[config.mk]
export PLATFORM = sky130hd
export DESIGN_NAME = ram_port_arbiter
export DESIGN_NICKNAME = d
export VERILOG_FILES = /design/src/rtl/arb_pkg.sv /design/src/rtl/rr_pick.sv /design/src/rtl/ram_port_arbiter.sv
export SDC_FILE = /design/constraint.sdc
export NUM_CORES = 1
export LEC_CHECK = 0
export ABC_AREA = 0
export ABC_CLOCK_PERIOD_IN_PS = 4900
export BUFFER_PORTS_ARGS = -buffer_cell sky130_fd_sc_hd__buf_4
export CORE_ASPECT_RATIO = 0.8
export CORE_MARGIN = 10
export CORE_UTILIZATION = 40
export CTS_BUF_LIST = sky130_fd_sc_hd__clkbuf_2 sky130_fd_sc_hd__clkbuf_4 sky130_fd_sc_hd__clkbuf_8
export DETAILED_ROUTE_END_ITERATION = 12
export GPL_ROUTABILITY_DRIVEN = 1
export PLACE_DENSITY = 0.95
export SLEW_MARGIN = 20
export SYNTH_ARGS = -nofsm -noshare
export SYNTH_HDL_FRONTEND = slang
export SYNTH_SLANG_ARGS = --single-unit
[constraint.sdc]
create_clock -name clk -period 4.9 [get_ports clk]
set_input_delay 0.245 -clock clk [delete_from_list [all_inputs] [get_ports clk]]
set_output_delay 0.245 -clock clk [all_outputs]
set_load 0.05 [all_outputs]
[src/rtl/arb_pkg.sv]
// rtl/arb_pkg.sv - shared types and port numbering for the unified RAM arbiter
package arb_pkg;

   localparam int ARB_NREQ = 3;

   typedef logic [$clog2(ARB_NREQ)-1:0] port_idx_t;

   localparam port_idx_t PORT_CPU  = port_idx_t'(0);
   localparam port_idx_t PORT_BOOT = port_idx_t'(1);
   localparam port_idx_t PORT_DBG  = port_idx_t'(2);

   // Spare index value that no real port uses; marks "nobody holds the lock".
   localparam port_idx_t NO_OWNER  = '1;

endpackage

[src/rtl/rr_pick.sv]
// rtl/rr_pick.sv - cyclic first-one finder starting at a given index
module rr_pick #(
   parameter int N  = 3,
   parameter int IW = 2
) (
   input  logic [N-1:0]  req,
   input  logic [IW-1:0] start,
   output logic          valid,
   output logic [IW-1:0] idx
);

   function automatic int wrap(input int v);
      return (v >= N) ? v - N : v;
   endfunction

   // Scan from the far end backwards so the position nearest start wins last.
   always_comb begin
      valid = 1'b0;
      idx   = '0;
      for (int k = N - 1; k >= 0; k--) begin
         if (req[wrap(int'(start) + k)]) begin
            valid = 1'b1;
            idx   = IW'(wrap(int'(start) + k));
         end
      end
   end

endmodule

[src/rtl/ram_port_arbiter.sv]
// rtl/ram_port_arbiter.sv - shares the single-port unified RAM between NREQ requesters
module ram_port_arbiter
   import arb_pkg::*;
#(
   parameter int NREQ         = 3,
   parameter int AW           = 16,
   parameter int DW           = 16,
   parameter int STARVE_LIMIT = 4
) (
   input  logic               clk,
   input  logic               rst_n,
   input  logic [NREQ-1:0]    req,
   input  logic [NREQ-1:0]    we,
   input  logic [NREQ-1:0]    lock,
   input  logic [NREQ*AW-1:0] addr,
   input  logic [NREQ*DW-1:0] wdata,
   output logic [NREQ-1:0]    gnt,
   output logic [NREQ-1:0]    rvalid,
   output logic [DW-1:0]      rdata,
   output logic [AW-1:0]      ram_addr,
   output logic [DW-1:0]      ram_din,
   output logic               ram_write,
   input  logic [DW-1:0]      ram_dout
);

   localparam int CW = $clog2(STARVE_LIMIT + 1);
   localparam int IW = $bits(port_idx_t);

   port_idx_t       owner;
   port_idx_t       rr_ptr;
   logic [CW-1:0]   cnt [1:NREQ-1];

   logic            owner_valid;
   logic            rr_valid;
   port_idx_t       rr_idx;
   logic            starve_any;
   port_idx_t       starve_idx;
   logic            g_any;
   logic            locked_grant;
   port_idx_t       g_idx;
   logic            act;
   logic [NREQ-1:0] rr_req;

   assign owner_valid = (owner != NO_OWNER);
   assign rr_req      = {req[NREQ-1:1], 1'b0};

   rr_pick #(.N(NREQ), .IW(IW)) u_rr_pick (
      .req   (rr_req),
      .start (rr_ptr),
      .valid (rr_valid),
      .idx   (rr_idx)
   );

   // Lowest-index starved port; only a port still requesting can be forced in.
   always_comb begin
      starve_any = 1'b0;
      starve_idx = '0;
      for (int i = NREQ - 1; i >= 1; i--) begin
         if (req[i] && cnt[i] == CW'(STARVE_LIMIT)) begin
            starve_any = 1'b1;
            starve_idx = port_idx_t'(i);
         end
      end
   end

   always_comb begin
      g_any        = 1'b0;
      locked_grant = 1'b0;
      g_idx        = '0;
      if (owner_valid && req[owner]) begin
         g_any        = 1'b1;
         locked_grant = 1'b1;
         g_idx        = owner;
      end else if (starve_any) begin
         g_any = 1'b1;
         g_idx = starve_idx;
      end else if (req[PORT_CPU]) begin
         g_any = 1'b1;
         g_idx = PORT_CPU;
      end else if (rr_valid) begin
         g_any = 1'b1;
         g_idx = rr_idx;
      end
   end

   // Reset masks the combinational outputs so nothing reaches the RAM while rst_n is low.
   assign act = g_any & rst_n;

   always_comb begin
      for (int i = 0; i < NREQ; i++) begin
         gnt[i] = act && (g_idx == port_idx_t'(i));
      end
   end

   assign ram_addr  = act ? addr[g_idx*AW +: AW]  : '0;
   assign ram_din   = act ? wdata[g_idx*DW +: DW] : '0;
   assign ram_write = act & we[g_idx] & req[g_idx];
   assign rdata     = ram_dout;

   always_ff @(posedge clk or negedge rst_n) begin
      if (!rst_n) begin
         owner  <= NO_OWNER;
         rr_ptr <= port_idx_t'(1);
         rvalid <= '0;
         for (int i = 1; i < NREQ; i++) begin
            cnt[i] <= '0;
         end
      end else begin
         rvalid <= req & gnt & ~we;

         if (owner_valid && !req[owner]) begin
            owner <= NO_OWNER;
         end
         if (act) begin
            if (lock[g_idx]) begin
               owner <= g_idx;
            end else if (g_idx == owner) begin
               owner <= NO_OWNER;
            end
            if (!locked_grant && g_idx != PORT_CPU) begin
               rr_ptr <= (int'(g_idx) == NREQ - 1) ? port_idx_t'(1) : g_idx + port_idx_t'(1);
            end
         end

         for (int i = 1; i < NREQ; i++) begin
            if (req[i] && !gnt[i]) begin
               if (cnt[i] != CW'(STARVE_LIMIT)) begin
                  cnt[i] <= cnt[i] + CW'(1);
               end
            end else begin
               cnt[i] <= '0;
            end
         end
      end
   end

endmodule

Yosys cells after proc, flatten, opt, wreduce, memory -nomap -nowiden
Index checks and enable logic that the tools add are counted.
Operators by class
  mux-type cells: 50
  bitwise logic cells: 6
  magnitude comparators: 8
  reductions and logical operators: 17
  eq/ne operators: 11
  shift operators: 2
  $add $sub $neg: 8
Operator list (number)
  32-bit by 4-bit < comparator with 1-bit output, second input constant: 3
  32-bit 2-to-1 mux: 3
  48-bit by 7-bit indexed part select with 16-bit output: 2
  32-bit by 3-bit greater-or-equal comparator with 1-bit output, second input constant: 2
  32-bit by 3-bit subtractor with 32-bit output, second input constant: 2
  16-bit 2-to-1 mux: 2
  2-bit 2-to-1 mux: 14
  1-bit 2-to-1 mux: 20
  1-bit binary-select mux with 2-bit select: 7
  3-bit 2-to-1 mux: 4
  1-bit logical AND: 10
  3-bit by 1-bit adder with 3-bit output, second input constant: 2
  3-bit bitwise AND: 2
  3-bit equality test, second input constant: 2
  2-bit by 3-bit < comparator with 1-bit output, second input constant: 2
  3-bit inequality test, second input constant: 2
  2-bit equality test, second input constant: 2
  1-bit logical NOT: 4
  2-bit by 1-bit inequality test with 1-bit output, second input constant: 2
  2-bit by 1-bit adder with 3-bit output, second input constant: 1
  2-bit by 2-bit adder with 3-bit output, second input constant: 1
  1-bit bitwise AND: 3
  3-bit NOT: 1
  2-bit by 2-bit subtractor with 3-bit output, second input constant: 1
  8 further kinds: 8
Storage, ports and cells
  bits in registers: 13
  bits of input ports: 123

Logic depth before layout (Yosys ltp)
  depth after elaboration: 18
  depth in mapped cells: 10
  mapped depth without buffers: 9

By module
Synthesis repeated with hierarchy kept, for this count alone.
Second synthesis, totals
  cells, all modules: 241
  area, all modules: 1854.3 sq um
Modules (own cells, without submodules)
  ram_port_arbiter: times used 1, seq. area each 329.1 sq um, cells an instance 214, area each 1662.8 sq um
  rr_pick: times used 1, seq. area each 0.0 sq um, cells an instance 27, area each 191.4 sq um

Worst setup path after synthesis
No wires, ideal clock.
  path type: flip-flop to output port
  start point: reg rr_ptr[0]
  end point: out ram_write
  arrival: 2798 ps
  path slack: 1857 ps
  required time: 4655 ps
  stages on the path, launching flop included: 11
  cells stage by stage: dfstp_2 -> inv_1 -> ha_1 -> and3_1 -> a211o_1 -> a211oi_2 -> o21a_1 -> buf_4 -> buf_4 -> nand2_1 -> o22ai_1
On the way
  cells in the longest elaborated chain, start to end: 17
RTL lines
  start, declared: line ram_port_arbiter.sv:30  | port_idx_t rr_ptr;
  start signal, assigned: line ram_port_arbiter.sv:103  | rr_ptr <= port_idx_t'(1);
  start signal, assigned: line ram_port_arbiter.sv:121  | rr_ptr <= (int'(g_idx) == NREQ - 1) ? port_idx_t'(1) : g_idx + port_idx_t'(1);
  2-bit by 2-bit adder with 3-bit output: line rr_pick.sv:21, rr_pick.sv:23
  32-bit by 3-bit subtractor with 32-bit output / 32-bit by 3-bit greater-or-equal comparator with 1-bit output (equally long branches): line rr_pick.sv:13  | return (v >= N) ? v - N : v;
  32-bit 2-to-1 mux: line rr_pick.sv:13
  1-bit binary-select mux with 2-bit select: line rr_pick.sv:21  | if (req[wrap(int'(start) + k)]) begin
  1-bit 2-to-1 mux (not written as such) (2 in a row): line rr_pick.sv:21
  2-bit 2-to-1 mux / 1-bit 2-to-1 mux (equally long branches) (3 in a row): line rr_pick.sv:21
  2-bit 2-to-1 mux: line ram_port_arbiter.sv:80  | end else if (rr_valid) begin
  2-bit 2-to-1 mux: line ram_port_arbiter.sv:77  | end else if (req[PORT_CPU]) begin
  2-bit 2-to-1 mux: line ram_port_arbiter.sv:74  | end else if (starve_any) begin
  2-bit 2-to-1 mux: line ram_port_arbiter.sv:70  | if (owner_valid && req[owner]) begin
  1-bit binary-select mux with 2-bit select: line ram_port_arbiter.sv:97  | assign ram_write = act & we[g_idx] & req[g_idx];
  1-bit 2-to-1 mux (not written as such): line ram_port_arbiter.sv:97
  1-bit bitwise AND: line ram_port_arbiter.sv:97
  1-bit bitwise AND *: line ram_port_arbiter.sv:97
  end, declared: line ram_port_arbiter.sv:22  | output logic ram_write,
Every way passes the cells marked *; elsewhere a longest branch is shown, timed or not. The select of a mux whose other input is x is not followed.

Final worst setup path
  start point: reg rr_ptr[0]
  end point: out ram_addr[10]
On the way
  cells in the longest elaborated chain, start to end: 15
RTL lines
  2-bit by 2-bit adder with 3-bit output: line rr_pick.sv:21, rr_pick.sv:23
  32-bit by 3-bit subtractor with 32-bit output / 32-bit by 3-bit greater-or-equal comparator with 1-bit output (equally long branches): line rr_pick.sv:13
  32-bit 2-to-1 mux: line rr_pick.sv:13
  1-bit binary-select mux with 2-bit select: line rr_pick.sv:21
  1-bit 2-to-1 mux (not written as such) (2 in a row): line rr_pick.sv:21
  2-bit 2-to-1 mux / 1-bit 2-to-1 mux (equally long branches) (3 in a row): line rr_pick.sv:21
  2-bit 2-to-1 mux / 1-bit 2-to-1 mux (equally long branches): line ram_port_arbiter.sv:80
  2-bit 2-to-1 mux / 1-bit 2-to-1 mux (equally long branches): line ram_port_arbiter.sv:77
  2-bit 2-to-1 mux / 1-bit 2-to-1 mux (equally long branches): line ram_port_arbiter.sv:74
  2-bit 2-to-1 mux / 1-bit 2-to-1 mux (equally long branches): line ram_port_arbiter.sv:70
  48-bit by 7-bit indexed part select with 16-bit output / 1-bit bitwise AND (equally long branches): line ram_port_arbiter.sv:95, ram_port_arbiter.sv:87
  16-bit 2-to-1 mux *: line ram_port_arbiter.sv:95  | assign ram_addr = act ? addr[g_idx*AW +: AW] : '0;
  end, declared: line ram_port_arbiter.sv:20  | output logic [AW-1:0] ram_addr,
Marked as above.

==> impl_metrics.py <==
metrics = {
    "timing": {
        "hold_viol": 0,
        "finalSetupTns_ps": 0,
        "finClkSkew_ps": 3.59,
        "timing.fmax_mhz": 294,
        "drv_slew": 0,
        "finalCriticalPeriod_ps": 3400,
        "finalCritPeriodShare_pct": 69.3,
        "setup_violations": 0,
        "tightest_slew_ps": 685,
        "rsz0062_at_grt": "no",
        "slew_headroom_pct": 54.3,
    },
    "critical_path": {
        "slowest_delay_ps": 540,
        "rrSetupSlack_ps": 2120,
        "cp_max_fo": 29,
        "crit_required_ps": 4660,
        "start_kind": "flop",
        "arrival_ps": 3150,
        "crit_chain": "inv_1, ha_1, and3_1, a211o_1, a211oi_2, o21a_1, buf_4, a22oi_1, a21boi_1, buf_4",
        "rr_startpoint": "rr_ptr[0]$_DFFE_PN1P_",
        "cp-end-kind": "output port",
        "crit-reg2reg-capture": "owner[1]$_DFF_PN1_",
        "crit_slowest_cell": "dfstp_2",
        "reg2reg_depth": 8,
        "cp_common_cell": "buf_4",
        "path_class": "reg2out",
    },
    "detailed_routing": {
        "wl_met2_um": 3890,
        "wl_met1_um": 3090,
        "drc": 0,
        "first_pass_iters": 4,
        "wire_per_inst_um": 19.5,
        "wl_um": 8030,
        "wl_met3_um": 944,
        "top_layer": "met4",
        "vias": 2380,
        "final_antenna_net_count": 0,
        "initialDrtViolationCount": 248,
        "viasPerCell": 5.79,
    },
    "job": {
        "drv_cap": 0,
    },
    "logic_synthesis": {
        "synth_common_cells": "nand3_1 (35), a21boi_1 (32), a22oi_1 (32)",
        "yosysUniqueCellTypes": 42,
        "yosysWarningCount": 0,
        "synth_area_leaders": "dfrtp_1 (14%), a21boi_1 (13%), a22oi_1 (13%)",
        "synth_top_area_share_pct": 14.0,
        "yosysMostFrequentCell": "nand3_1",
        "syn-num-nets": 364,
        "avgSynthCellArea_um2": 7.60,
        "synth_edf_count": 0,
        "syn-cell-area_um2": 1790,
        "synth_top_flop_cell": "dfrtp_1",
        "postSynthCellCount": 235,
        "yosys.area.top_type": "dfrtp_1",
        "yosysSeqAreaShare_pct": 18.4,
        "ys_ff_latch": 13,
        "async_reset_ff_share_pct": 100,
    },
    "clock_network": {
        "cts.path.max_buffers": 2,
        "cts-root-buf": "clkbuf_8",
        "cts_setup_buffers": 0,
        "cts_made_buffers": 3,
        "clock-sinks": 13,
        "tritoncts": "done",
        "cts_resized": 0,
        "cts.reportedPaths.clkPinSlew_ps": 60,
        "htree_levels": 1,
        "clock_latency_ps": 250,
    },
    "status": {
        "status": "complete, no violations",
    },
    "global_routing": {
        "track_usage_pct": 19.6,
        "grt_antenna_before_repair": 0,
        "grt_pass1_wl_um": 12100,
        "grt_max_degree": 36,
        "overflow": 0,
        "grt_pass1_vias": 2395,
    },
    "floorplanning": {
        "die_w_um": 94.7,
        "start_util_pct": 41.9,
        "design.core.area_um2": 4260,
        "dieHeight_um": 79.8,
        "rows": 21,
        "die-area_um2": 7550,
        "ios": 178,
    },
    "pwr": {
        "leakagePower_uw": 0.00141,
        "max-vdd-ir-drop_mv": 0.455,
        "finalPower_uw": 1870,
        "p_per_area_nw_per_um2": 663,
    },
    "cells_and_area": {
        "diodes": 0,
        "fin_nets": 484,
        "syn2layout_area_growth_pct": 58.3,
        "drive_gt1_share_pct": 48.0,
    },
    "placed_design": {
        "place_congestion": 0.948,
        "place.detailed.hpwl_um": 6450,
        "port_buffers": 145,
    },
    "worst_hold_path": {
        "holdCritPathClass": "in2reg",
        "min_to": "owner[1]$_DFF_PN1_",
        "whs_path_depth": 2,
        "hold_start": "lock[1]",
    },
}
per-stage QoR:
step | std cells | setup slack [ps] | utilization, % | area, um2 | hold slack (ps)
2_1_floorplan | 235 | 1860 | - | 1790 | -50.6
3_3_place_gp | 406 | 1890 | 65.0 | 2770 | 107
3_5_place_dp | 406 | 1780 | 65.0 | 2770 | 106
4_1_cts | 411 | 1510 | 66.4 | 2830 | 138
5_1_grt | 411 | 1310 | 66.4 | 2830 | 139
6_report | 411 | 1500 | 66.4 | 2830 | 140
layout by cell type, fill, tap and decap left out, types with 4 or more instances in the layout:
cell and count:
a21boi_1 32, a21o_1 4, a21oi_1 5, a22oi_1 32
buf_4 150, dfrtp_1 10, ha_1 6, inv_1 7
nand2_1 16, nand3_1 35, nor2_1 6, nor3_1 5
worst max-delay path by stage:
stage | depth (start not counted) | to | start | slack (ps)
3_5_place_dp | 9 | ram_addr[10] | rr_ptr[0]$_DFFE_PN1P_ | 1780
6_report | 10 | ram_addr[10] | rr_ptr[0]$_DFFE_PN1P_ | 1500
2_1_floorplan | 10 | ram_write | rr_ptr[0]$_DFFE_PN1P_ | 1860
3_3_place_gp | 9 | ram_addr[9] | rr_ptr[0]$_DFFE_PN1P_ | 1890
5_1_grt | 10 | ram_addr[4] | rr_ptr[0]$_DFFE_PN1P_ | 1310
4_1_cts | 9 | ram_addr[10] | rr_ptr[0]$_DFFE_PN1P_ | 1510
report_power, final:
group	internal, uW	switching, uW
sequential	150	39.8
clock	63.1	40.3
combinational	534	1050
total	747	1130
area by class of cell:
class,instances,area (um2)
inverters,10,37.5
clock buffers,4,48.8
flip-flops and latches,13,329
multi-input cells,176,1200
well taps,57,71.3
repair buffers,151,1140
fillers,382,1430
what timing repair did:
action	in CTS	in global routing
hold endpoints to repair	10	0
endpoints found under the setup margin	0	0
hold buffers	1	0
sequential cells by signal, indices dropped and copies added, names as in the netlist:
register,cells
owner,2
rr_ptr,2
rvalid,3
cnt,6
worst max-delay path, delay by kind of cell (launching register included):
kind                     cells  cell delay (ps)
adder cells (fa/ha/maj)      1              330
AO/OA/AOI/OAI                5             1160
flip-flops                   1              540
AND/OR/NAND/NOR              1              210
buffers and inverters        3              650
cell families after synthesis:
group	synth area share, %
compound gates	40.6
simple gates	20.3
buf+inv	14.7
flops	18.4
fa+ha+maj	4.20
xor+xnor	0.981
mux	0.771
per-layer routing:
layer | GRT usage [%] | vias up
met4 | 3.28 | 0
met5 | 0 | -
met2 | 32.9 | 144
met1 | 22.6 | 1123
met3 | 9.12 | 12
li1 | - | 1101
Note: power is estimated with default switching activity, not from simulation.
